**src/rtl/washer_pkg.sv**
```systemverilog
// Shared types and constants for the washer plant model and the controller benches that drive it.
// Dispenser state encoding, wash-phase labels and the default plant timing.
package washer_pkg;

  typedef enum logic [1:0] {
    DISP_IDLE   = 2'd0,
    DISP_DOSING = 2'd1,
    DISP_DONE   = 2'd2
  } disp_state_e;

  typedef enum logic [1:0] {
    PHASE_NONE  = 2'd0,
    PHASE_SOAP  = 2'd1,
    PHASE_RINSE = 2'd2,
    PHASE_SPIN  = 2'd3
  } wash_phase_e;

  localparam int DEF_PRESCALE    = 16;
  localparam int DEF_LEVEL_W     = 8;
  localparam int DEF_FULL_LEVEL  = 200;
  localparam int DEF_DOSE_TICKS  = 4;
  localparam int DEF_CYCLE_TICKS = 600;
  localparam int DEF_SPIN_TICKS  = 300;

  // Bits needed to hold 0..max_val; never returns zero so tiny limits still get a real counter.
  function automatic int cnt_width(input int max_val);
    return (max_val < 2) ? 1 : $clog2(max_val + 1);
  endfunction

endpackage

```
**src/rtl/washer_plant_sensor_unit_if.sv**
```systemverilog
// Controller <-> plant bundle: actuator commands one way, sensor/timer responses the other.
// With WASHER_FAULT_EN defined the bundle also carries the sticky plant fault flag.
interface washer_plant_sensor_unit_if #(
  parameter int LEVEL_W = 8
);
  logic               door_lock;
  logic               fill_value_on;
  logic               drain_value_on;
  logic               motor_on;
  logic               soap_wash;
  logic               water_wash;
  logic               filled;
  logic               drained;
  logic               detergent_added;
  logic               cycle_timeout;
  logic               spin_timeout;
  logic [LEVEL_W-1:0] level;
`ifdef WASHER_FAULT_EN
  logic               fault;
`endif

  modport master (
    output door_lock, fill_value_on, drain_value_on, motor_on, soap_wash, water_wash,
    input  filled, drained, detergent_added, cycle_timeout, spin_timeout, level
`ifdef WASHER_FAULT_EN
    , input fault
`endif
  );

  modport slave (
    input  door_lock, fill_value_on, drain_value_on, motor_on, soap_wash, water_wash,
    output filled, drained, detergent_added, cycle_timeout, spin_timeout, level
`ifdef WASHER_FAULT_EN
    , output fault
`endif
  );

endinterface

```
**src/rtl/washer_tick_gen.sv**
```systemverilog
// Plant time base: divides clk by PRESCALE and emits a one-clk tick on the last count.
module washer_tick_gen
  import washer_pkg::*;
#(
  parameter int PRESCALE = 16
) (
  input  logic clk,
  input  logic reset,
  output logic tick
);

  localparam int               CNT_W = cnt_width(PRESCALE - 1);
  localparam logic [CNT_W-1:0] LAST  = CNT_W'(PRESCALE - 1);

  logic [CNT_W-1:0] cnt_q, cnt_d;

  always_comb begin
    tick  = 1'b0;
    cnt_d = cnt_q + 1'b1;
    if (cnt_q == LAST) begin
      tick  = 1'b1;
      cnt_d = '0;
    end
  end

  always_ff @(posedge clk) begin
    if (!reset) cnt_q <= '0;
    else        cnt_q <= cnt_d;
  end

endmodule

```
**src/rtl/washer_plant_sensor_unit.sv**
```systemverilog
// Plant-side model of the washer tub: water level, detergent dispenser, wash and spin timers.
// Define WASHER_FAULT_EN to add the sticky fault monitor that also freezes level and timers.
//
// Dispenser FSM
//   state       | meaning
//   DISP_IDLE   | waiting for a filled, quiet, locked soap phase
//   DISP_DOSING | counting ticks of detergent release
//   DISP_DONE   | dose delivered, detergent_added held until the soap phase ends
module washer_plant_sensor_unit
  import washer_pkg::*;
#(
  parameter int PRESCALE    = DEF_PRESCALE,
  parameter int LEVEL_W     = DEF_LEVEL_W,
  parameter int FULL_LEVEL  = DEF_FULL_LEVEL,
  parameter int DOSE_TICKS  = DEF_DOSE_TICKS,
  parameter int CYCLE_TICKS = DEF_CYCLE_TICKS,
  parameter int SPIN_TICKS  = DEF_SPIN_TICKS
) (
  input logic                       clk,
  input logic                       reset,
  washer_plant_sensor_unit_if.slave bus
);

  localparam int DOSE_W = cnt_width(DOSE_TICKS);
  localparam int CYC_W  = cnt_width(CYCLE_TICKS);
  localparam int SPIN_W = cnt_width(SPIN_TICKS);

  localparam logic [LEVEL_W-1:0] LEVEL_MAX = '1;
  localparam logic [LEVEL_W-1:0] FULL      = LEVEL_W'(FULL_LEVEL);
  localparam logic [DOSE_W-1:0]  DOSE_LAST = DOSE_W'(DOSE_TICKS - 1);
  localparam logic [CYC_W-1:0]   CYC_LAST  = CYC_W'(CYCLE_TICKS - 1);
  localparam logic [SPIN_W-1:0]  SPIN_LAST = SPIN_W'(SPIN_TICKS - 1);

  logic tick, frozen;
  logic door, fill, drain, motor, soap, water;
  logic dose_en, spin_en;

  logic [LEVEL_W-1:0] level_q, level_d;
  logic               filled_q, filled_d;
  logic               drained_q, drained_d;
  disp_state_e        state_q, state_d;
  logic [DOSE_W-1:0]  dose_cnt_q, dose_cnt_d;
  logic               detergent_q, detergent_d;
  logic [CYC_W-1:0]   cyc_cnt_q, cyc_cnt_d;
  logic               cyc_to_q, cyc_to_d;
  logic [SPIN_W-1:0]  spin_cnt_q, spin_cnt_d;
  logic               spin_to_q, spin_to_d;

  washer_tick_gen #(.PRESCALE(PRESCALE)) u_tick (
    .clk   (clk),
    .reset (reset),
    .tick  (tick)
  );

  assign door  = bus.door_lock;
  assign fill  = bus.fill_value_on;
  assign drain = bus.drain_value_on;
  assign motor = bus.motor_on;
  assign soap  = bus.soap_wash;
  assign water = bus.water_wash;

  assign dose_en = door & soap & ~water & filled_q & ~fill & ~drain & ~motor;
  assign spin_en = drain & door & drained_q & water;

  always_comb begin
    level_d = level_q;
    if (tick && !frozen) begin
      if (fill && !drain && level_q != LEVEL_MAX)  level_d = level_q + 1'b1;
      else if (drain && !fill && level_q != '0)    level_d = level_q - 1'b1;
    end
    // Flags follow the registered level, so they trail a level change by one clk.
    filled_d  = (level_q >= FULL);
    drained_d = (level_q == '0);
  end

  always_comb begin
    state_d    = state_q;
    dose_cnt_d = dose_cnt_q;
    case (state_q)
      DISP_IDLE: begin
        dose_cnt_d = '0;
        if (dose_en) state_d = DISP_DOSING;
      end
      DISP_DOSING: begin
        if (!dose_en) begin
          state_d    = DISP_IDLE;
          dose_cnt_d = '0;
        end else if (tick) begin
          if (dose_cnt_q == DOSE_LAST) begin
            state_d    = DISP_DONE;
            dose_cnt_d = '0;
          end else begin
            dose_cnt_d = dose_cnt_q + 1'b1;
          end
        end
      end
      DISP_DONE: begin
        if (!soap || water || !door) state_d = DISP_IDLE;
      end
      default: state_d = DISP_IDLE;
    endcase
    detergent_d = (state_d == DISP_DONE);
  end

  // Dropping the motor or the lock clears the wash timer; losing 'filled' only pauses it.
  always_comb begin
    cyc_cnt_d = cyc_cnt_q;
    cyc_to_d  = cyc_to_q;
    if (!(motor && door)) begin
      cyc_cnt_d = '0;
      cyc_to_d  = 1'b0;
    end else if (tick && filled_q && !cyc_to_q && !frozen) begin
      cyc_cnt_d = cyc_cnt_q + 1'b1;
      cyc_to_d  = (cyc_cnt_q == CYC_LAST);
    end
  end

  always_comb begin
    spin_cnt_d = spin_cnt_q;
    spin_to_d  = spin_to_q;
    if (!spin_en) begin
      spin_cnt_d = '0;
      spin_to_d  = 1'b0;
    end else if (tick && !spin_to_q && !frozen) begin
      spin_cnt_d = spin_cnt_q + 1'b1;
      spin_to_d  = (spin_cnt_q == SPIN_LAST);
    end
  end

`ifdef WASHER_FAULT_EN
  localparam int               FILL_LIM = 2 * FULL_LEVEL;
  localparam int               FILL_W   = cnt_width(FILL_LIM);
  localparam logic [FILL_W-1:0] FILL_MAX = FILL_W'(FILL_LIM);

  logic [1:0]        dry_cnt_q, dry_cnt_d;
  logic [FILL_W-1:0] fill_cnt_q, fill_cnt_d;
  logic              fault_q, fault_d;

  always_comb begin
    dry_cnt_d  = dry_cnt_q;
    fill_cnt_d = fill_cnt_q;
    if (!(motor && !filled_q))                 dry_cnt_d = '0;
    else if (tick && dry_cnt_q != 2'd3)        dry_cnt_d = dry_cnt_q + 1'b1;
    if (!(fill && !filled_q))                  fill_cnt_d = '0;
    else if (tick && fill_cnt_q != FILL_MAX)   fill_cnt_d = fill_cnt_q + 1'b1;
    fault_d = fault_q
            | (fill & drain)
            | ((fill | drain | motor) & ~door)
            | (dry_cnt_q == 2'd3)
            | (fill_cnt_q == FILL_MAX);
  end

  always_ff @(posedge clk) begin
    if (!reset) begin
      dry_cnt_q  <= '0;
      fill_cnt_q <= '0;
      fault_q    <= 1'b0;
    end else begin
      dry_cnt_q  <= dry_cnt_d;
      fill_cnt_q <= fill_cnt_d;
      fault_q    <= fault_d;
    end
  end

  assign frozen    = fault_q;
  assign bus.fault = fault_q;
`else
  assign frozen = 1'b0;
`endif

  always_ff @(posedge clk) begin
    if (!reset) begin
      level_q     <= '0;
      filled_q    <= 1'b0;
      drained_q   <= 1'b1;
      state_q     <= DISP_IDLE;
      dose_cnt_q  <= '0;
      detergent_q <= 1'b0;
      cyc_cnt_q   <= '0;
      cyc_to_q    <= 1'b0;
      spin_cnt_q  <= '0;
      spin_to_q   <= 1'b0;
    end else begin
      level_q     <= level_d;
      filled_q    <= filled_d;
      drained_q   <= drained_d;
      state_q     <= state_d;
      dose_cnt_q  <= dose_cnt_d;
      detergent_q <= detergent_d;
      cyc_cnt_q   <= cyc_cnt_d;
      cyc_to_q    <= cyc_to_d;
      spin_cnt_q  <= spin_cnt_d;
      spin_to_q   <= spin_to_d;
    end
  end

  assign bus.level           = level_q;
  assign bus.filled          = filled_q;
  assign bus.drained         = drained_q;
  assign bus.detergent_added = detergent_q;
  assign bus.cycle_timeout   = cyc_to_q;
  assign bus.spin_timeout    = spin_to_q;

endmodule

```
**src/flat_wrapper.sv**
```systemverilog
// flat-port wrapper written by rule: the top's interface ports become plain ports
module washer_plant_sensor_unit_flat import washer_pkg::*;
#(
  parameter int PRESCALE    = DEF_PRESCALE,
  parameter int LEVEL_W     = DEF_LEVEL_W,
  parameter int FULL_LEVEL  = DEF_FULL_LEVEL,
  parameter int DOSE_TICKS  = DEF_DOSE_TICKS,
  parameter int CYCLE_TICKS = DEF_CYCLE_TICKS,
  parameter int SPIN_TICKS  = DEF_SPIN_TICKS
)
  (clk, reset, bus_door_lock, bus_fill_value_on, bus_drain_value_on, bus_motor_on, bus_soap_wash, bus_water_wash, bus_filled, bus_drained, bus_detergent_added, bus_cycle_timeout, bus_spin_timeout, bus_level);
  washer_plant_sensor_unit_if #(.LEVEL_W(LEVEL_W)) bus_i ();
  input logic clk;
  input logic reset;
  input wire logic [$bits(bus_i.door_lock)-1:0] bus_door_lock;
  input wire logic [$bits(bus_i.fill_value_on)-1:0] bus_fill_value_on;
  input wire logic [$bits(bus_i.drain_value_on)-1:0] bus_drain_value_on;
  input wire logic [$bits(bus_i.motor_on)-1:0] bus_motor_on;
  input wire logic [$bits(bus_i.soap_wash)-1:0] bus_soap_wash;
  input wire logic [$bits(bus_i.water_wash)-1:0] bus_water_wash;
  output wire logic [$bits(bus_i.filled)-1:0] bus_filled;
  output wire logic [$bits(bus_i.drained)-1:0] bus_drained;
  output wire logic [$bits(bus_i.detergent_added)-1:0] bus_detergent_added;
  output wire logic [$bits(bus_i.cycle_timeout)-1:0] bus_cycle_timeout;
  output wire logic [$bits(bus_i.spin_timeout)-1:0] bus_spin_timeout;
  output wire logic [$bits(bus_i.level)-1:0] bus_level;
  assign bus_i.door_lock = bus_door_lock;
  assign bus_i.fill_value_on = bus_fill_value_on;
  assign bus_i.drain_value_on = bus_drain_value_on;
  assign bus_i.motor_on = bus_motor_on;
  assign bus_i.soap_wash = bus_soap_wash;
  assign bus_i.water_wash = bus_water_wash;
  assign bus_filled = bus_i.filled;
  assign bus_drained = bus_i.drained;
  assign bus_detergent_added = bus_i.detergent_added;
  assign bus_cycle_timeout = bus_i.cycle_timeout;
  assign bus_spin_timeout = bus_i.spin_timeout;
  assign bus_level = bus_i.level;
  washer_plant_sensor_unit #(.PRESCALE(PRESCALE), .LEVEL_W(LEVEL_W), .FULL_LEVEL(FULL_LEVEL), .DOSE_TICKS(DOSE_TICKS), .CYCLE_TICKS(CYCLE_TICKS), .SPIN_TICKS(SPIN_TICKS)) u_core (.clk(clk), .reset(reset), .bus(bus_i));
endmodule
```
**config.mk**
```make
export PLATFORM = sky130hd
export DESIGN_NAME = washer_plant_sensor_unit_flat
export DESIGN_NICKNAME = d
export VERILOG_FILES = /design/src/rtl/washer_pkg.sv /design/src/rtl/washer_plant_sensor_unit_if.sv /design/src/rtl/washer_tick_gen.sv /design/src/rtl/washer_plant_sensor_unit.sv /design/src/flat_wrapper.sv
export SDC_FILE = /design/constraint.sdc
export NUM_CORES = 1
export LEC_CHECK = 0
export CORE_MARGIN = 5
export CORE_UTILIZATION = 59
export CTS_BUF_LIST = sky130_fd_sc_hd__clkbuf_8
export DETAILED_ROUTE_END_ITERATION = 10
export GPL_ROUTABILITY_DRIVEN = 0
export PLACE_DENSITY_LB_ADDON = 0.25
export SYNTH_ARGS = -nofsm -noshare
export SYNTH_HDL_FRONTEND = slang
export SYNTH_SLANG_ARGS = --single-unit
```
**constraint.sdc**
```tcl
create_clock -name clk -period 2.9 [get_ports clk]
set_input_delay 0.29 -clock clk [delete_from_list [all_inputs] [get_ports clk]]
set_output_delay 0.29 -clock clk [all_outputs]
set_load 0.01 [all_outputs]
```
==> results of run 1 <==
==> logic make-up after synthesis <==
family / Yosys count / share of synthesized area [%]
fa+ha+maj: 11 / 6.90
compound gates: 32 / 10.1
xor+xnor: 20 / 8.33
buf+inv: 11 / 2.32
mux: 10 / 4.76
simple gates: 106 / 28.6
flops: 41 / 39.0
==> cell usage in the layout (no fill, tap or decap), drive strengths merged, types with 3 or more instances in the layout <==
master         instances
a211oi                 3
a21o                   4
a21oi                 12
and2                   3
and3                   6
and4                   4
clkbuf                 6
clkdlybuf4s50         20
dfxtp                 41
ha                    10
inv                    6
mux2i                 10
nand2                 14
nand2b                 4
nand3                 10
nand4                  3
nor2                  35
nor2b                  4
nor3                   7
o21ai                  7
xnor2                  9
xor2                  11
==> sequential cells by signal, indices dropped and copies added, names as in the netlist <==
name	flops
u_core.cyc_cnt_q	10
u_core.bus.detergent_added	1
u_core.bus.spin_timeout	1
u_core.bus.drained	1
u_core.state_q	2
u_core.dose_cnt_q	3
u_core.bus.filled	1
u_core.bus.level	8
u_core.spin_cnt_q	9
u_core.u_tick.cnt_q	4
u_core.bus.cycle_timeout	1
==> metrics by stage <==
stage / power (mW) / setup WS, ns / hold WS (ns)
CTS: 1.02 / 0.487 / 0.446
detailed placement: 0.631 / 0.268 / 0.434
global placement: 0.630 / 0.314 / 0.421
floorplan: 0.612 / 0.534 / 0.412
global route: 1.06 / 0.245 / 0.499
finish: 1.01 / 0.487 / 0.442
==> final timing paths <==
check / cells past startpoint / start / endpoint / slack, ns
max: 9 / u_core.bus.level[0] / u_core.bus.level[7] / 0.49
min: 2 / u_core.dose_cnt_q[2] / u_core.dose_cnt_q[2] / 0.44
max reg2reg: 9 / u_core.bus.level[0] / u_core.bus.level[7] / 0.49
min reg2reg: 2 / u_core.dose_cnt_q[2] / u_core.dose_cnt_q[2] / 0.44
==> layout make-up <==
type | instances | area (sq um) | share of cell area (%)
sequential | 41 | 821 | 33.7
clock buffer | 6 | 82.6 | 3.39
inverter | 6 | 22.5 | 0.924
tap | 46 | 57.6 | 2.36
clock inverter | 2 | 13.8 | 0.564
timing repair buffer | 21 | 208 | 8.52
multi-input combinational | 179 | 1230 | 50.6
==> layer usage <==
| layer | global-route usage (%) | wire [um] | vias to the layer above |
|---|---|---|---|
| met5 | 0 | 0 | - |
| met4 | 6.38 | 65 | 0 |
| met3 | 4.64 | 126 | 6 |
| met2 | 29.2 | 1850 | 28 |
| met1 | 21.3 | 1880 | 796 |
| li1 | - | - | 865 |
==> power groups by stage <==
stage / logic, mW / clock network (mW) / registers, mW
floorplan: 0.0302 / 0 / 0.582
finish: 0.0490 / 0.391 / 0.570
global route: 0.0540 / 0.435 / 0.570
global placement: 0.0470 / 0 / 0.583
CTS: 0.0488 / 0.403 / 0.569
detailed placement: 0.0477 / 0 / 0.583
==> critical path, cell delays in order (launching register included) <==
cell and delay, ns:
dfxtp_1 0.49, and4_1 0.23, a21oi_1 0.08, inv_1 0.20
ha_1 0.34, o211ai_1 0.22, o21ai_1 0.14, a31oi_1 0.22
mux2i_1 0.23, mux2i_1 0.19
==> flow_summary_export.csv, run 1 <==
group,metric,value,unit
yosys,async_flop_share,0,%
yosys,yosysMostFrequentCell,"dfxtp_1",
routing,drc_errors,0,
die,coreArea,0.00339,sq mm
critical_path,start_kind,"flop",
place,io_buffer_count,20,
pwr,p_int,0.781,mW
routing,finalWirelength,3930,um
yosys,synth_edf_count,0,
pwr,p_leak,0.948,nW
timing,rsz0062_at_grt,"false",
place,placed_cell_area,0.00234,sq mm
critical_path,cp-end-kind,"flop",
timing,hold_viol,0,
run,maxCapViolCount,0,
yosys,synth_cell_types,46,
yosys,syn-mean-instance-area,9.11,sq um
pwr,pwr-share-seq,56.4,%
pwr,p_comb_share,4.9,%
pwr,powerDensity,414,mW/mm^2
global_routing,antenna_found_initial,0,
layout,antennaDiodeCount,0,
timing,period_needed,2.41,ns
clock_network,cts.reportedPaths.clkPinSlew,0.08,ns
clock_network,cts.sinks,41,
routing,vias_per_cell,5.63,
timing,drv_slew,0,
global_routing,grt_pass1_vias,1648,
routing,drtIter0Drc,64,
pwr,p_sw,0.228,mW
pwr,vdd_drop_max,0.000348,V
yosys,synth_nets,250,
layout,drive_gt1_share,6.67,%
timing,fmax,414,MHz
critical_path,criticalPathCategory,"reg2reg",
clock_network,ctsResizeCount,0,
critical_path,path_max_fanout,7,
layout,nNetsFinal,273,
clock_network,clock_latency,0.29,ns
global_routing,grt_first_pass_wirelength,7030,um
timing,setup_violations,0,
timing,skew,0.00670,ns
pwr,pwr-share-clk,38.7,%
clock_network,root_buffer,"clkbuf_8",
yosys,netlist.area_leader.share,39.0,%
critical_path,crit_arrival,2.64,ns
clock_network,holdBufCountCts,0,
global_routing,grt_util_all_layers,17.4,%
die,die_width,69.7,um
clock_network,clockBufferDepth,2,
timing,period_share,83.2,%
global_routing,grt_max_degree,15,
global_routing,grt-ovfl-total,0,
routing,ant_nets,0,
yosys,ys_ff_latch,41,
routing,vias,1695,
pwr,p_sw_share,22.6,%
timing,max_slew.worst_pin.slew,0.437,ns
timing,setup_tns,0,ns
yosys,synthTopCellsByArea,"dfxtp_1 39%, nor2_1 6.2%, ha_1 5.9%",
place,dpl.cell_count,293,
critical_path,cp.required,3.13,ns
yosys,yosysTopAreaCell,"dfxtp_1",
yosys,ys_top_cells_by_count,"41 x dfxtp_1, 35 x nor2_1, 14 x nand2_1",
clock_network,cts_htree_levels,2,
layout,fin_cells,301,
layout,utilization,71.9,%
clock_network,cts_setup_buffers,0,
layout,area.growth.synth_to_final,15.9,%
yosys,seq_area_frac_synth,39.0,%
routing,wire_per_inst,13.0,um
die,row_count,21,
clock_network,cts_made_buffers,5,
yosys,postSynthCellCount,231,
die,die_h,69.7,um
outcome,status,"complete, no violations",
worst_hold_path,holdCritPathClass,"reg2reg",
die,start_util,62.1,%
timing,relSlewSlack,70.8,%
yosys,synth_area,0.00210,sq mm
layout,design_area,0.00244,sq mm
die,io_pins,21,
yosys,ys.flop_type,"dfxtp_1",
layout,nFillCells,251,
clock_network,cts_tree,"built",
yosys,yosys_warnings,0,
routing,first_pass_iters,4,
place,dp_hpwl,2840,um
die,die-area,0.00486,sq mm
No activity file was read; power rests on OpenSTA's default activity.
==> run 2, diff against run 1 <==
clock period = 2.4 ns   (was 2.9 ns; I/O delays follow)
==> flow_summary_export.csv, run 2 (synthesized netlist as in run 1, its figures left out) <==
group,metric,value,unit
routing,drtIter0Drc,89,
layout,final_common_cell,"dfxtp_1",
timing,period_share,91.0,%
clock_network,cts.sinks,41,
routing,vias_per_cell,5.45,
layout,largest_register_ffs,10,
global_routing,antenna_found_initial,0,
place,dp_hpwl,3200,um
timing,fmax,458,MHz
clock_network,clock_latency,0.29,ns
layout,utilization,77.1,%
timing,max_slew.worst_pin.slew,0.464,ns
place,placed_cell_area,0.00249,sq mm
timing,relSlewSlack,69.0,%
die,die-area,0.00486,sq mm
die,io_pins,21,
die,row_count,21,
layout,area.growth.synth_to_final,24.2,%
critical_path,cp.required,2.62,ns
place,io_buffer_count,20,
global_routing,grt_pass1_vias,1823,
critical_path,path_max_fanout,6,
clock_network,cts.reportedPaths.clkPinSlew,0.07,ns
critical_path,cp-end-kind,"flop",
clock_network,cts_made_buffers,5,
layout,nFillCells,230,
timing,skew,0.00415,ns
global_routing,grt_util_all_layers,19.8,%
routing,vias,1748,
clock_network,cts_tree,"built",
outcome,status,"complete, no violations",
routing,first_pass_iters,4,
worst_hold_path,holdCritPathClass,"reg2reg",
global_routing,grt-ovfl-total,0,
layout,antennaDiodeCount,0,
die,coreArea,0.00339,sq mm
routing,ant_nets,0,
clock_network,root_buffer,"clkbuf_8",
timing,setup_violations,0,
timing,rsz0062_at_grt,"false",
layout,multi_input_area,0.00124,sq mm
timing,period_needed,2.18,ns
place,post-place-ws,-0.162,ns
timing,hold_viol,0,
timing,finalWorstSetupSlack,0.217,ns
clock_network,cts_htree_levels,2,
global_routing,grt_first_pass_wirelength,7900,um
layout,design_area,0.00261,sq mm
pwr,vdd_drop_max,0.000447,V
critical_path,criticalPathCategory,"in2reg",
layout,seq_area,821,sq um
place,dpl.cell_count,313,
layout,regMostFlops,"u_core.cyc_cnt_q",
critical_path,start_kind,"input pin",
layout,nNetsFinal,293,
pwr,p_leak,1.06,nW
layout,mostFrequentLayoutCells,"41 x dfxtp_1, 35 x nor2_1, 21 x buf_4",
die,start_util,62.1,%
run,maxCapViolCount,0,
routing,wire_per_inst,13.8,um
routing,finalWirelength,4420,um
clock_network,cts_setup_buffers,0,
die,die_width,69.7,um
pwr,totalPowerFinal,1.32,mW
critical_path,crit_arrival,2.40,ns
routing,drc_errors,0,
pwr,powerDensity,507,mW/mm^2
die,die_h,69.7,um
global_routing,grt_max_degree,15,
timing,drv_slew,0,
layout,fin_cells,321,
layout,drive_gt1_share,13.8,%
clock_network,clockBufferDepth,2,
==> run 2: changes by cell type in the layout (fill, tap and decap cells not counted), sizes merged <==
cell,previous run,this run
buf,1,21
clkinv,2,0
bufinv,0,1
inv,6,7
==> run 2: power by group <==
| group | total, mW | switching, mW | internal, mW |
|---|---|---|---|
| combinational | 0.0684 | 0.0345 | 0.0338 |
| sequential | 0.688 | 0.00432 | 0.684 |
| clock | 0.568 | 0.233 | 0.335 |
==> run 2: path summary, 6_finish.rpt <==
check	from	end	slack, ns	depth (start not counted)
worst max-delay path	bus_drain_value_on	u_core.bus.level[7]	0.22	10
worst min-delay path	u_core.dose_cnt_q[2]	u_core.dose_cnt_q[2]	0.45	2
worst max register to register	u_core.bus.level[4]	u_core.bus.level[7]	0.23	9
worst min register to register	u_core.dose_cnt_q[2]	u_core.dose_cnt_q[2]	0.45	2
==> run 2: what timing repair did <==
item / 4_1_cts / 5_1_grt
gates resized for setup: 0 / 2
endpoints found under the setup margin: 0 / 3
hold buffers: 0 / 0
endpoints found under the hold margin: 0 / 0
==> run 2: layer usage <==
metal	track usage [%]	wire length (um)	share of wire [%]	vias to the layer above
met4	8.94	92	2.1	0
met2	34.0	2180	49	20
met3	5.07	103	2.3	10
met5	0	0	0	-
met1	22.9	2050	46	813
li1	-	-	-	905
==> run 2: cell type report <==
cell class / count / share of cell area, %
multi-input cells: 179 / 47.4
flip-flops and latches: 41 / 31.4
repair buffers: 41 / 13.7
clock buffers: 6 / 3.16
well taps: 46 / 2.20
clock inverters: 2 / 1.29
inverters: 6 / 0.862
==> run 2: worst max-delay path, stage by stage <==
cell             delay, ns
clkdlybuf4s50_1       0.45
nand2b_1              0.17
a21oi_2               0.14
inv_2                 0.09
ha_1                  0.30
a211oi_1              0.25
o21ai_1               0.11
a31oi_1               0.20
mux2i_1               0.24
mux2i_1               0.21
==> run 2: per-stage QoR <==
step	setup TNS [ns]	hold WS (ns)
floorplan	0	0.394
global placement	-0.208	0.423
detailed placement	-0.414	0.432
CTS	0	0.447
global route	0	0.460
finish	0	0.450
==> run 3, diff against run 2 <==
CORE_UTILIZATION = 25   (was 59)
==> flow_summary_export.csv, run 3 (synthesized netlist as in run 1, its figures left out) <==
group,metric,value,unit
place,io_buffer_count,20,
global_routing,busiest_layer,"met2",
clock_network,cts_tree,"built",
critical_path,cp_slowest_stage_delay,0.33,ns
layout,nFillCells,846,
layout,drive_gt1_share,13.8,%
die,row_count,33,
routing,finalWirelength,4710,um
die,io_pins,21,
layout,regMostFlops,"u_core.cyc_cnt_q",
pwr,p_leak,1.06,nW
critical_path,start_kind,"flop",
clock_network,root_buffer,"clkbuf_8",
die,die-area,0.0103,sq mm
critical_path,crit_chain,"and4_1, a21oi_2, inv_2, ha_1, a211oi_1, o21ai_1, a31oi_1, mux2i_1, mux2i_1",
layout,antennaDiodeCount,0,
die,coreArea,0.00822,sq mm
clock_network,cts.sinks,41,
critical_path,critPathLaunch,"u_core.bus.level[7]",
timing,relSlewSlack,66.0,%
die,start_util,25.6,%
routing,drtIter0Drc,41,
timing,drv_slew,0,
critical_path,crit_top_cell,"mux2i_1",
worst_hold_path,holdCritPathClass,"reg2reg",
global_routing,grt_pass1_vias,1647,
layout,final_common_cell,"dfxtp_1",
timing,finalWorstSetupSlack,0.191,ns
routing,drc_errors,0,
global_routing,met2_usage,14.6,%
layout,area.growth.synth_to_final,27.7,%
die,die_width,102,um
critical_path,cp-end-kind,"flop",
die,die_h,102,um
critical_path,crit_arrival,2.44,ns
clock_network,clock_latency,0.30,ns
layout,largest_register_ffs,10,
outcome,status,"complete, no violations",
clock_network,cts_htree_levels,2,
clock_network,clockBufferDepth,2,
critical_path,path_max_fanout,6,
pwr,powerDensity,498,mW/mm^2
routing,first_pass_iters,4,
clock_network,holdBufCountCts,0,
timing,period_share,92.1,%
routing,vias_per_cell,4.61,
critical_path,cp.required,2.63,ns
timing,rsz0062_at_grt,"false",
global_routing,grt_max_degree,15,
global_routing,use_met1,13.3,%
routing,wire_per_inst,12.4,um
routing,ant_nets,0,
layout,nNetsFinal,293,
timing,hold_viol,0,
global_routing,grt_util_all_layers,9.72,%
global_routing,grt-ovfl-total,0,
layout,seq_area,821,sq um
critical_path,criticalPathCategory,"reg2reg",
worst_hold_path,hold_start,"u_core.dose_cnt_q[2]",
layout,utilization,32.7,%
global_routing,grt_util_met3,2.55,%
place,dp_hpwl,3580,um
clock_network,cts_setup_buffers,0,
run,maxCapViolCount,0,
timing,max_slew.worst_pin.slew,0.509,ns
timing,setup_violations,0,
timing,worst_hold_slack,0.446,ns
routing,vias,1750,
pwr,vdd_drop_max,0.000261,V
layout,multi_input_area,0.00124,sq mm
timing,period_needed,2.21,ns
timing,skew,0.00766,ns
clock_network,ctsResizeCount,0,
clock_network,cts_made_buffers,5,
layout,mostFrequentLayoutCells,"41 x dfxtp_1, 35 x nor2_1, 21 x buf_4",
clock_network,cts.reportedPaths.clkPinSlew,0.08,ns
place,post-place-ws,-0.171,ns
critical_path,reg2reg_from,"u_core.bus.level[7]",
global_routing,grt_first_pass_wirelength,7860,um
critical_path,cp_slowest_cell,"dfxtp_1",
global_routing,antenna_found_initial,0,
timing,fmax,453,MHz
run 3: cell counts in the layout (fill, tap and decap cells not counted):
Identical to the previous run, type by type.
run 3: final cells by class:
type	instances	area share, %
multi-input combinational	179	46.1
clock buffer	6	3.07
timing repair buffer	41	13.3
clock inverter	2	1.26
tap	105	4.89
inverter	6	0.838
sequential	41	30.6
run 3: power by group:
part	switching, mW	internal, mW	leakage (nW)	total, mW
clock network	0.242	0.335	0.0626	0.577
logic	0.0356	0.0358	0.667	0.0714
registers	0.00439	0.684	0.331	0.688
run 3: worst paths after layout:
kind                          end  slack [ns]  depth (start not counted)
min reg2reg  u_core.dose_cnt_q[2]        0.45                          2
max reg2reg   u_core.bus.level[7]        0.19                          9
min          u_core.dose_cnt_q[2]        0.45                          2
max           u_core.bus.level[7]        0.19                          9
run 3: per-stage QoR:
stage / area [sq um] / std cells / TNS [ns] / power (mW)
after floorplan: 2100 / 231 / 0 / 0.740
after global placement: 2570 / 372 / -0.0566 / 0.774
after detailed placement: 2570 / 372 / -0.176 / 0.776
after CTS: 2680 / 380 / 0 / 1.37
after global routing: 2690 / 380 / 0 / 1.40
final: 2690 / 380 / 0 / 1.34
run 3: layer usage:
layer / vias to the layer above / wire [um]
met5: - / 0
li1: 904 / -
met2: 23 / 2090
met1: 816 / 2400
met4: 0 / 72
met3: 7 / 147
run 3: worst max-delay path: cells and delay by family (launching register included):
family / cells / cell delay, ns
AOI/OAI and AO/OA: 4 / 0.74
muxes: 2 / 0.46
DFF: 1 / 0.33
adders and majority gates: 1 / 0.29
and+or+nand+nor: 1 / 0.22
buffers and inverters: 1 / 0.10
